<file path="src/rtl/simple_dma_pkg.sv">
// Shared constants for the simple word-copy DMA: register offsets, control/status
// bit positions and the copy FSM state encoding.
package simple_dma_pkg;

    localparam logic [4:0] OffSrc    = 5'h00;
    localparam logic [4:0] OffDst    = 5'h04;
    localparam logic [4:0] OffLen    = 5'h08;
    localparam logic [4:0] OffCtrl   = 5'h0C;
    localparam logic [4:0] OffStatus = 5'h10;

    localparam int unsigned CtrlStartBit  = 0;
    localparam int unsigned CtrlIrqEnBit  = 1;

    localparam int unsigned StatusBusyBit = 0;
    localparam int unsigned StatusDoneBit = 1;
    localparam int unsigned StatusErrBit  = 2;

    typedef enum logic [2:0] {
        StIdle,
        StRdReq,
        StRdRsp,
        StWrReq,
        StWrRsp
    } dma_state_e;

endpackage

</file>
<file path="src/rtl/simple_dma_regs.sv">
// Config register file and fixed one-cycle device-port responder for simple_dma.
// Produces the start pulse and holds the done/err flags set by the copy engine.
module simple_dma_regs
    import simple_dma_pkg::*;
#(
    parameter int unsigned LenWidth = 16
) (
    input  logic                clk_i,
    input  logic                rst_i,

    input  logic                dev_req_i,
    input  logic                dev_we_i,
    input  logic [3:0]          dev_be_i,
    input  logic [31:0]         dev_addr_i,
    input  logic [31:0]         dev_wdata_i,
    output logic                dev_rvalid_o,
    output logic [31:0]         dev_rdata_o,
    output logic                dev_err_o,

    input  logic                busy_i,
    input  logic                done_set_i,
    input  logic                err_set_i,
    output logic                start_o,
    output logic [31:0]         src_o,
    output logic [31:0]         dst_o,
    output logic [LenWidth-1:0] len_o,
    output logic                irq_en_o,
    output logic                done_o,
    output logic                err_o
);

    logic [4:0]          offset;
    logic                off_ok;
    logic [31:0]         rd_data;
    logic                wr;
    logic                cfg_wr;

    logic [31:0]         src_q;
    logic [31:0]         dst_q;
    logic [LenWidth-1:0] len_q;
    logic                irq_en_q;
    logic                done_q, done_d;
    logic                err_q, err_d;

    logic                rvalid_q;
    logic [31:0]         rdata_q;
    logic                derr_q;

    // Byte enables and upper address bits carry no meaning for this block.
    logic unused_bits;
    assign unused_bits = ^{dev_be_i, dev_addr_i[31:5]};

    assign offset = dev_addr_i[4:0];
    assign wr     = dev_req_i & dev_we_i;
    assign cfg_wr = wr & ~busy_i;

    assign start_o = cfg_wr & (offset == OffCtrl) & dev_wdata_i[CtrlStartBit];

    always_comb begin
        rd_data = '0;
        off_ok  = 1'b1;
        case (offset)
            OffSrc:    rd_data = src_q;
            OffDst:    rd_data = dst_q;
            OffLen:    rd_data = 32'(len_q);
            OffCtrl:   rd_data[CtrlIrqEnBit] = irq_en_q;
            OffStatus: begin
                rd_data[StatusBusyBit] = busy_i;
                rd_data[StatusDoneBit] = done_q;
                rd_data[StatusErrBit]  = err_q;
            end
            default:   off_ok = 1'b0;
        endcase
    end

    // A set from the copy engine always beats a clear in the same cycle.
    always_comb begin
        done_d = done_q;
        err_d  = err_q;
        if (start_o) begin
            done_d = 1'b0;
            err_d  = 1'b0;
        end
        if (wr && (offset == OffStatus)) begin
            if (dev_wdata_i[StatusDoneBit]) done_d = 1'b0;
            if (dev_wdata_i[StatusErrBit])  err_d  = 1'b0;
        end
        if (done_set_i) done_d = 1'b1;
        if (err_set_i)  err_d  = 1'b1;
    end

    always_ff @(posedge clk_i or posedge rst_i) begin
        if (rst_i) begin
            src_q    <= '0;
            dst_q    <= '0;
            len_q    <= '0;
            irq_en_q <= 1'b0;
            done_q   <= 1'b0;
            err_q    <= 1'b0;
        end else begin
            if (cfg_wr && (offset == OffSrc)) src_q <= dev_wdata_i;
            if (cfg_wr && (offset == OffDst)) dst_q <= dev_wdata_i;
            if (cfg_wr && (offset == OffLen)) len_q <= dev_wdata_i[LenWidth-1:0];
            if (wr && (offset == OffCtrl))    irq_en_q <= dev_wdata_i[CtrlIrqEnBit];
            done_q <= done_d;
            err_q  <= err_d;
        end
    end

    always_ff @(posedge clk_i or posedge rst_i) begin
        if (rst_i) begin
            rvalid_q <= 1'b0;
            rdata_q  <= '0;
            derr_q   <= 1'b0;
        end else begin
            rvalid_q <= dev_req_i;
            derr_q   <= dev_req_i & ~off_ok;
            rdata_q  <= (dev_req_i && !dev_we_i && off_ok) ? rd_data : '0;
        end
    end

    assign dev_rvalid_o = rvalid_q;
    assign dev_rdata_o  = rdata_q;
    assign dev_err_o    = derr_q;

    assign src_o    = src_q;
    assign dst_o    = dst_q;
    assign len_o    = len_q;
    assign irq_en_o = irq_en_q;
    assign done_o   = done_q;
    assign err_o    = err_q;

endmodule

</file>
<file path="src/rtl/simple_dma.sv">
// Single-channel word-copy DMA: reads one word from the source pointer, writes it to
// the destination pointer, repeats LEN times with at most one host transaction in flight.
module simple_dma
    import simple_dma_pkg::*;
#(
    parameter int unsigned LenWidth = 16
) (
    input  logic        clk_i,
    input  logic        rst_i,

    input  logic        dev_req_i,
    input  logic        dev_we_i,
    input  logic [3:0]  dev_be_i,
    input  logic [31:0] dev_addr_i,
    input  logic [31:0] dev_wdata_i,
    output logic        dev_rvalid_o,
    output logic [31:0] dev_rdata_o,
    output logic        dev_err_o,

    output logic        host_req_o,
    input  logic        host_gnt_i,
    output logic [31:0] host_addr_o,
    output logic        host_we_o,
    output logic [3:0]  host_be_o,
    output logic [31:0] host_wdata_o,
    input  logic        host_rvalid_i,
    input  logic [31:0] host_rdata_i,
    input  logic        host_err_i,

    output logic        dma_irq_o
);

    dma_state_e          state_q, state_d;

    logic [31:0]         src_ptr_q;
    logic [31:0]         dst_ptr_q;
    logic [31:0]         data_q;
    logic [LenWidth-1:0] cnt_q;

    logic                start;
    logic [31:0]         cfg_src;
    logic [31:0]         cfg_dst;
    logic [LenWidth-1:0] cfg_len;
    logic                irq_en;
    logic                done;
    logic                err;
    logic                busy;
    logic                done_set;
    logic                err_set;
    logic                last_word;

    assign busy      = (state_q != StIdle);
    assign last_word = (cnt_q == LenWidth'(1));

    simple_dma_regs #(
        .LenWidth (LenWidth)
    ) u_regs (
        .clk_i        (clk_i),
        .rst_i        (rst_i),
        .dev_req_i    (dev_req_i),
        .dev_we_i     (dev_we_i),
        .dev_be_i     (dev_be_i),
        .dev_addr_i   (dev_addr_i),
        .dev_wdata_i  (dev_wdata_i),
        .dev_rvalid_o (dev_rvalid_o),
        .dev_rdata_o  (dev_rdata_o),
        .dev_err_o    (dev_err_o),
        .busy_i       (busy),
        .done_set_i   (done_set),
        .err_set_i    (err_set),
        .start_o      (start),
        .src_o        (cfg_src),
        .dst_o        (cfg_dst),
        .len_o        (cfg_len),
        .irq_en_o     (irq_en),
        .done_o       (done),
        .err_o        (err)
    );

    always_ff @(posedge clk_i or posedge rst_i) begin
        if (rst_i) begin
            state_q <= StIdle;
        end else begin
            state_q <= state_d;
        end
    end

    always_comb begin
        state_d = state_q;
        unique case (state_q)
            StIdle: begin
                if (start && (cfg_len != '0)) state_d = StRdReq;
            end
            StRdReq: begin
                if (host_gnt_i) state_d = StRdRsp;
            end
            StRdRsp: begin
                if (host_rvalid_i) state_d = host_err_i ? StIdle : StWrReq;
            end
            StWrReq: begin
                if (host_gnt_i) state_d = StWrRsp;
            end
            StWrRsp: begin
                if (host_rvalid_i) state_d = (host_err_i || last_word) ? StIdle : StRdReq;
            end
            default: state_d = StIdle;
        endcase
    end

    always_comb begin
        host_req_o   = 1'b0;
        host_we_o    = 1'b0;
        host_be_o    = 4'h0;
        host_addr_o  = '0;
        host_wdata_o = '0;
        done_set     = 1'b0;
        err_set      = 1'b0;
        unique case (state_q)
            StIdle: begin
                if (start && (cfg_len == '0)) done_set = 1'b1;
            end
            StRdReq: begin
                host_req_o  = 1'b1;
                host_be_o   = 4'hF;
                host_addr_o = src_ptr_q;
            end
            StRdRsp: begin
                if (host_rvalid_i && host_err_i) begin
                    done_set = 1'b1;
                    err_set  = 1'b1;
                end
            end
            StWrReq: begin
                host_req_o   = 1'b1;
                host_we_o    = 1'b1;
                host_be_o    = 4'hF;
                host_addr_o  = dst_ptr_q;
                host_wdata_o = data_q;
            end
            StWrRsp: begin
                if (host_rvalid_i) begin
                    done_set = host_err_i | last_word;
                    err_set  = host_err_i;
                end
            end
            default: ;
        endcase
    end

    // Working copies are separate from the programmed values so readback stays stable.
    always_ff @(posedge clk_i or posedge rst_i) begin
        if (rst_i) begin
            src_ptr_q <= '0;
            dst_ptr_q <= '0;
            data_q    <= '0;
            cnt_q     <= '0;
        end else begin
            case (state_q)
                StIdle: begin
                    if (start && (cfg_len != '0)) begin
                        src_ptr_q <= {cfg_src[31:2], 2'b00};
                        dst_ptr_q <= {cfg_dst[31:2], 2'b00};
                        cnt_q     <= cfg_len;
                    end
                end
                StRdRsp: begin
                    if (host_rvalid_i && !host_err_i) data_q <= host_rdata_i;
                end
                StWrRsp: begin
                    if (host_rvalid_i && !host_err_i) begin
                        src_ptr_q <= src_ptr_q + 32'd4;
                        dst_ptr_q <= dst_ptr_q + 32'd4;
                        cnt_q     <= cnt_q - LenWidth'(1);
                    end
                end
                default: ;
            endcase
        end
    end

    assign dma_irq_o = done & irq_en;

endmodule

</file>
<file path="config.mk">
export PLATFORM = sky130hd
export DESIGN_NAME = simple_dma
export DESIGN_NICKNAME = d
export VERILOG_FILES = /design/src/rtl/simple_dma_pkg.sv /design/src/rtl/simple_dma_regs.sv /design/src/rtl/simple_dma.sv
export SDC_FILE = /design/constraint.sdc
export NUM_CORES = 1
export LEC_CHECK = 0
export BUFFER_PORTS_ARGS = -buffer_cell sky130_fd_sc_hd__buf_2
export CORE_MARGIN = 5
export CORE_UTILIZATION = 40
export DETAILED_ROUTE_END_ITERATION = 8
export SLEW_MARGIN = 20
export SYNTH_ARGS = -nofsm -noshare
export SYNTH_HDL_FRONTEND = slang
export SYNTH_HIERARCHICAL = 1
export SYNTH_SLANG_ARGS = --single-unit
</file>
<file path="constraint.sdc">
create_clock -name clk_i -period 3.9 [get_ports clk_i]
set_input_delay 0.195 -clock clk_i [delete_from_list [all_inputs] [get_ports clk_i]]
set_output_delay 0.195 -clock clk_i [all_outputs]
set_load 0.1 [all_outputs]
</file>
==> results.ini, run 1 <==
[critical_path]
start_kind = register
worst-setup-path-type = register to register
crit_start = state_q[0]$_DFFE_PP0P_
worstPathCellList = nor2_1 -> nand2_1 -> nor2b_1 -> nand3_1 -> inv_1 -> nor2b_1 -> o21ai_1 -> a21o_2 -> buf_12 -> or3_1 -> o211ai_1
ff2ff_path_depth = 11
path_buf_inv = 2
reg2reg_setup_slack_ns = 0.72
critPathTopFamily = simple AND/OR/NAND/NOR gates
worst_path_largest_cell_delay_ns = 0.53
worst_path_most_repeated_cell = nor2b_1
required_ns = 4.34
crit_fanout = 48
end_kind = register
arrival_ns = 3.62
cpMaxStageDelayCell = dfrtp_1
reg2reg_to = dst_ptr_q[2]$_DFFE_PP0P_
r2r-start = state_q[0]$_DFFE_PP0P_

[cells_and_area]
nets = 1496
syn_to_final_growth_pct = 22.7
drive_gt1_share_pct = 24.7
diodes = 0
finish.instance_area_um2 = 14700
fillCellCount = 2779

[global_route]
grt_pass1_vias = 10200
grt_max_degree = 118
antenna_found_initial = 1
grt_pass1_wl_mm = 57.2
grtUsageTotal_pct = 20.8
grt-ovfl-total = 0

[synthesis]
synthCells = 1177
yosys.area.top_type_share_pct = 47.6
synth_commonest_cells = dfrtp_1 (228), nor2_1 (136), a21oi_1 (74)
synth_edf_count = 0
ys_top_cells_by_area = dfrtp_1 (48%), mux2_2 (4.6%), nor2_1 (4.3%), mux2_4 (3.8%), mux2i_1 (3.7%)
yosys_most_used_dff = dfrtp_1
yosysMostFrequentCell = dfrtp_1
yosysUniqueCellTypes = 77
synth.largest_area_cell = dfrtp_1
synthArstFlopShare_pct = 100
synth_seq_area_share_pct = 47.6
avgSynthCellArea_um2 = 10.2
synth-seq-cells = 228
yosys_warnings = 6
syn-cell-area_um2 = 12000

[route]
num_vias = 10100
ant_nets = 0
routed_via_density = 5.66
drtPass1Iterations = 5
wl_per_cell_um = 19.7
drtIter0Drc = 708
wl_mm = 35.4
drc = 0

[power_and_ir_drop]
p_int_w = 0.00523
power_frac_clock_pct = 27.2
p_switching_w = 0.00368
total_leakage_power_nw = 6.87
p_sw_share_pct = 41.3
ir_worst_vdd_v = 0.000352
p_comb_share_pct = 34.6
power_density_nw_per_um2 = 606
p_seq_share_pct = 38.3

[placement]
place_area_um2 = 13200
place.gp.congestion = 0.858
port_buffers = 178
hpwlAfterDp_mm = 24.2

[clock_network]
cts_tree = yes
insertion_delay_ns = 0.53
cts_sinks = 228
clock_path_buffers = 3
ctsResizeCount = 0
post_cts_buffers = 0
cts_root_buf = clkbuf_16
htreeDepth = 1
cts_buffers = 27
clk_pin_slew_ns = 0.06

[floorplan]
pin_count = 212
die_y_um = 183
initial_core_util_pct = 40.4
rows = 63
coreArea_um2 = 29600
die_w_um = 183
dieArea_um2 = 33500

[timing]
period_share_pct = 81.5
period_minus_slack_ns = 3.18
slew_violations = 0
rsz0062_at_grt = no
tightest_slew_ns = 0.977
final_hold_viol_count = 0
finalClockSkew_ns = 0.0137
slew_headroom_pct = 34.9
tns_ns = 0
fmax_ghz = 0.315
setup_viol = 0

[run_status]
run_status = completed

[hold_path]
min_path_cells = 4
hold_path.class = primary input to register
min_delay_worst_endpoint = u_regs/dev_rdata_o[1]$_DFF_PP0_
hp-start = dev_addr_i[1]

[flow_run]
cap_violations = 0

-- metrics by stage --
step	std cells	power (W)	setup WS, ns	util, %	hold slack (ns)
floorplan	1178	0.00578	0.604	-	0.226
global placement	1677	0.00640	0.896	44.4	0.333
detailed placement	1677	0.00647	0.812	44.4	0.336
CTS	1793	0.00897	0.776	49.6	0.0150
global route	1793	0.00935	0.515	49.6	0.0521
finish	1793	0.00891	0.723	49.6	0.0489
-- routing by layer --
layer | share of wire (%) | GRT usage [%] | vias to the layer above
met5 | 0.040 | 0 | -
met4 | 2.4 | 5.30 | 2
met3 | 7.0 | 3.61 | 51
met2 | 45 | 32.7 | 332
met1 | 45 | 30.0 | 5010
li1 | - | - | 4753
-- flip-flops by register name, summed over array words and instances (netlist names) --
name and flops:
data_q 32, u_regs/dev_rdata_o 32, u_regs/dst_o 32, u_regs/src_o 32, dst_ptr_q 30, src_ptr_q 30
cnt_q 16, u_regs/len_o 16, state_q 3, u_regs/dev_err_o 1, u_regs/dev_rvalid_o 1, u_regs/done_o 1
u_regs/err_o 1, u_regs/irq_en_o 1
-- power groups by stage --
stage / registers, W / logic [W] / clock network [W]
after floorplan: 0.00322 / 0.00255 / 0
after global placement: 0.00341 / 0.00299 / 0
after detailed placement: 0.00344 / 0.00303 / 0
after CTS: 0.00340 / 0.00309 / 0.00247
after global routing: 0.00348 / 0.00329 / 0.00257
final: 0.00341 / 0.00308 / 0.00242
-- timing repair --
item	CTS	global route
setup endpoints to repair	0	0
endpoints found under the hold margin	289	0
hold buffers	69	0
-- cell usage in the layout, fill, tap and decap left out, types with 13 or more instances in the layout --
master,Yosys,final
mux2_4,30,30
dlygate4sd3_1,0,69
nor4_1,22,22
o22ai_1,17,17
inv_1,17,15
and3_1,47,47
o21ai_0,56,56
mux2i_1,44,44
a2bb2oi_1,13,13
nand4_1,21,21
nand2_1,69,69
a22oi_1,24,24
buf_4,11,19
buf_2,19,178
nand3_1,41,41
mux2_1,36,36
clkbuf_16,0,27
nor3_1,16,16
nor2_1,136,136
mux2_2,49,49
dfrtp_1,228,227
a21oi_1,74,74
-- cell type report --
cell class | count | area (um2) | share of cell area (%)
clock buffer | 41 | 808 | 5.50
inverter | 17 | 68.8 | 0.468
multi-input combinational | 840 | 5760 | 39.2
timing repair buffer | 271 | 1820 | 12.4
tap | 390 | 488 | 3.32
sequential | 228 | 5710 | 38.8
clock inverter | 6 | 38.8 | 0.264
-- logic make-up after synthesis --
group	synth area share (%)
AOI/OAI and AO/OA	13.9
DFF	47.6
adders and majority gates	0.418
muxes	15.4
buffers and inverters	4.54
other	0.0313
xor gates and xnor gates	0.146
and+or+nand+nor	17.9
-- worst register-to-register path, delay by kind of cell, from the launching register on --
kind	cells	cell delay, ns
AOI/OAI and AO/OA	3	0.52
buffers and inverters	2	0.40
DFF	1	0.53
and+or+nand+nor	6	1.63
-- worst max path at each step --
stage	depth (start not counted)	end
global route	11	src_ptr_q[2]$_DFFE_PP0P_
floorplan	1	u_regs/dev_err_o$_DFF_PP0_
CTS	11	dst_ptr_q[2]$_DFFE_PP0P_
global placement	11	src_ptr_q[2]$_DFFE_PP0P_
finish	11	dst_ptr_q[2]$_DFFE_PP0P_
detailed placement	11	dst_ptr_q[2]$_DFFE_PP0P_
No activity file was read; power rests on OpenSTA's default activity.
==> run 2: changes to the inputs <==
==> constraint.sdc (replaced) <==
create_clock -name clk_i -period 2.7 [get_ports clk_i]
set_input_delay 0.135 -clock clk_i [delete_from_list [all_inputs] [get_ports clk_i]]
set_output_delay 0.135 -clock clk_i [all_outputs]
set_load 0.1 [all_outputs]
==> run 2 against run 1 <==
  * Die area is the same
  * Via count grew 2.1%
  * Worst setup slack lost 0.60 ns
  * Utilization grew 2.1 points
  * Register-to-register slack lost 0.49 ns
  * Clock skew is essentially flat
  * Clock-buffer cell count shrank 3
  * Global-route usage grew 0.10 points
  * Clock power grew 50%
  * Non-clock buffer count grew 24
  * Critical endpoint is now host_addr_o[17]
==> results.ini, run 2 (synthesis results as in run 1) <==
[run_status]
run_status = completed

[floorplan]
pin_count = 212
initial_core_util_pct = 40.4
dieArea_um2 = 33500
die_y_um = 183
rows = 63
coreArea_um2 = 29600
die_w_um = 183

[timing]
period_minus_slack_ns = 2.58
finalWorstSetupSlack_ns = 0.122
slew_violations = 0
period_share_pct = 95.5
rsz0062_at_grt = no
setup_viol = 0
slew_headroom_pct = 48.8
tns_ns = 0
fmax_ghz = 0.388
final_hold_viol_count = 0
tightest_slew_ns = 0.762
finalClockSkew_ns = 0.0132

[route]
met2_length_mm = 15.9
wl_mm = 35.8
num_vias = 10400
wl_met1_mm = 16.0
ant_nets = 0
drtPass1Iterations = 7
wl_per_cell_um = 19.7
drtIter0Drc = 863
maxUsedRoutingLayer = met4
wl_met3_mm = 2.67
routed_via_density = 5.71
drc = 0

[critical_path]
reg2reg_to = src_ptr_q[22]$_DFFE_PP0P_
reg2reg_setup_slack_ns = 0.23
worst-setup-path-type = register to output port
crit_fanout = 45
ff2ff_path_depth = 11
critPathTopFamily = buffers and inverters
path_buf_inv = 3
crit_start = state_q[1]$_DFFE_PP0P_
cpMaxStageDelayCell = buf_2
start_kind = register
arrival_ns = 2.44
worst_path_largest_cell_delay_ns = 0.43
end_kind = output port
worstPathCellList = buf_4 -> buf_6 -> mux2i_1 -> nor2_1 -> buf_2
r2r-start = state_q[0]$_DFFE_PP0P_
required_ns = 2.57

[global_route]
grt_pass1_vias = 10200
grtUsageTotal_pct = 20.9
grt_max_degree = 118
grt-ovfl-total = 0
antenna_found_initial = 0
grt_pass1_wl_mm = 57.4

[placement]
place_ws_ns = 0.261
place.gp.congestion = 0.855
place_area_um2 = 13700
port_buffers = 178
hpwlAfterDp_mm = 24.9

[hold_path]
hold_path.class = primary input to register
hp-start = host_err_i
min_delay_worst_endpoint = state_q[1]$_DFFE_PP0P_
min_path_cells = 4

[power_and_ir_drop]
ir_worst_vdd_v = 0.000523
total_leakage_power_nw = 7.09
power_density_nw_per_um2 = 879

[clock_network]
cts_root_buf = clkbuf_16
htreeDepth = 1
cts_tree = yes
cts_sinks = 228
clock_path_buffers = 3
clk_pin_slew_ns = 0.06
cts_buffers = 27
post_cts_buffers = 0
insertion_delay_ns = 0.53

[cells_and_area]
finish.instance_area_um2 = 15300
fin_util_pct = 51.7
fillCellCount = 2695
syn_to_final_growth_pct = 28.0
multi_input_area_um2 = 5760
drive_gt1_share_pct = 25.9
nets = 1520
layout_common_cells = dfrtp_1 (227), buf_2 (153), nor2_1 (136), a21oi_1 (74), dlygate4sd3_1 (72)
diodes = 0
ff_latch_area_um2 = 5710
final_common_cell = dfrtp_1

[flow_run]
cap_violations = 0

[run 2: cell types whose count changed in the layout (fill, tap and decap cells not counted), moves of 2 or more]
cell           delta
clkinvlp_4        +2
inv_4             -2
bufinv_16         +2
buf_4            +16
buf_12           +27
dlygate4sd3_1     +3
buf_2            -25
clkbuf_4          +2
clkbuf_1          -2
[run 2: timing repair]
action,4_1_cts,5_1_grt
hold buffers,72,0
gates resized for setup,1,3
endpoints found under the setup margin,13,9
endpoints found under the hold margin,351,0
[run 2: area by class of cell]
type	instances	area share (%)
sequential	228	37.2
tap	390	3.18
timing repair buffer	295	15.8
multi-input combinational	840	37.6
clock inverter	8	0.620
clock buffer	38	5.13
inverter	17	0.465
[run 2: stage by stage]
| step | power [W] | hold slack, ns | instances |
|---|---|---|---|
| 2_1_floorplan | 0.00835 | 0.166 | 1178 |
| 3_3_place_gp | 0.00969 | 0.0786 | 1698 |
| 3_5_place_dp | 0.00979 | 0.0753 | 1698 |
| 4_1_cts | 0.0136 | 0.00193 | 1816 |
| 5_1_grt | 0.0141 | 0.0599 | 1816 |
| 6_report | 0.0135 | 0.0466 | 1816 |
[run 2: tightest hold or removal path, cell delays in order]
cell and delay [ns]:
buf_2 0.16, nand2_1 0.09, nand3b_1 0.09, a21oi_1 0.06
[run 2: how the worst max path moves through the flow]
stage / cells after the start / slack (ns) / end
3_3_place_gp: 11 / 0.33 / dst_ptr_q[15]$_DFFE_PP0P_
5_1_grt: 5 / 0.02 / host_addr_o[22]
6_report: 5 / 0.12 / host_addr_o[17]
3_5_place_dp: 11 / 0.26 / src_ptr_q[4]$_DFFE_PP0P_
2_1_floorplan: 4 / 0.08 / host_addr_o[10]
4_1_cts: 5 / 0.01 / host_addr_o[9]
[run 2: where the power goes]
part	leakage [nW]	switching (W)	total, W	internal [W]
combinational	3.63	0.00321	0.00493	0.00172
sequential	3.03	0.000751	0.00491	0.00415
clock	0.432	0.00143	0.00363	0.00220
total	7.09	0.00539	0.0135	0.00808
[run 2: per-layer routing]
| layer | global-route usage [%] | vias to the layer above |
|---|---|---|
| met5 | 0 | - |
| met4 | 6.53 | 0 |
| met3 | 3.13 | 78 |
| met2 | 32.4 | 427 |
| met1 | 30.3 | 5067 |
| li1 | - | 4791 |
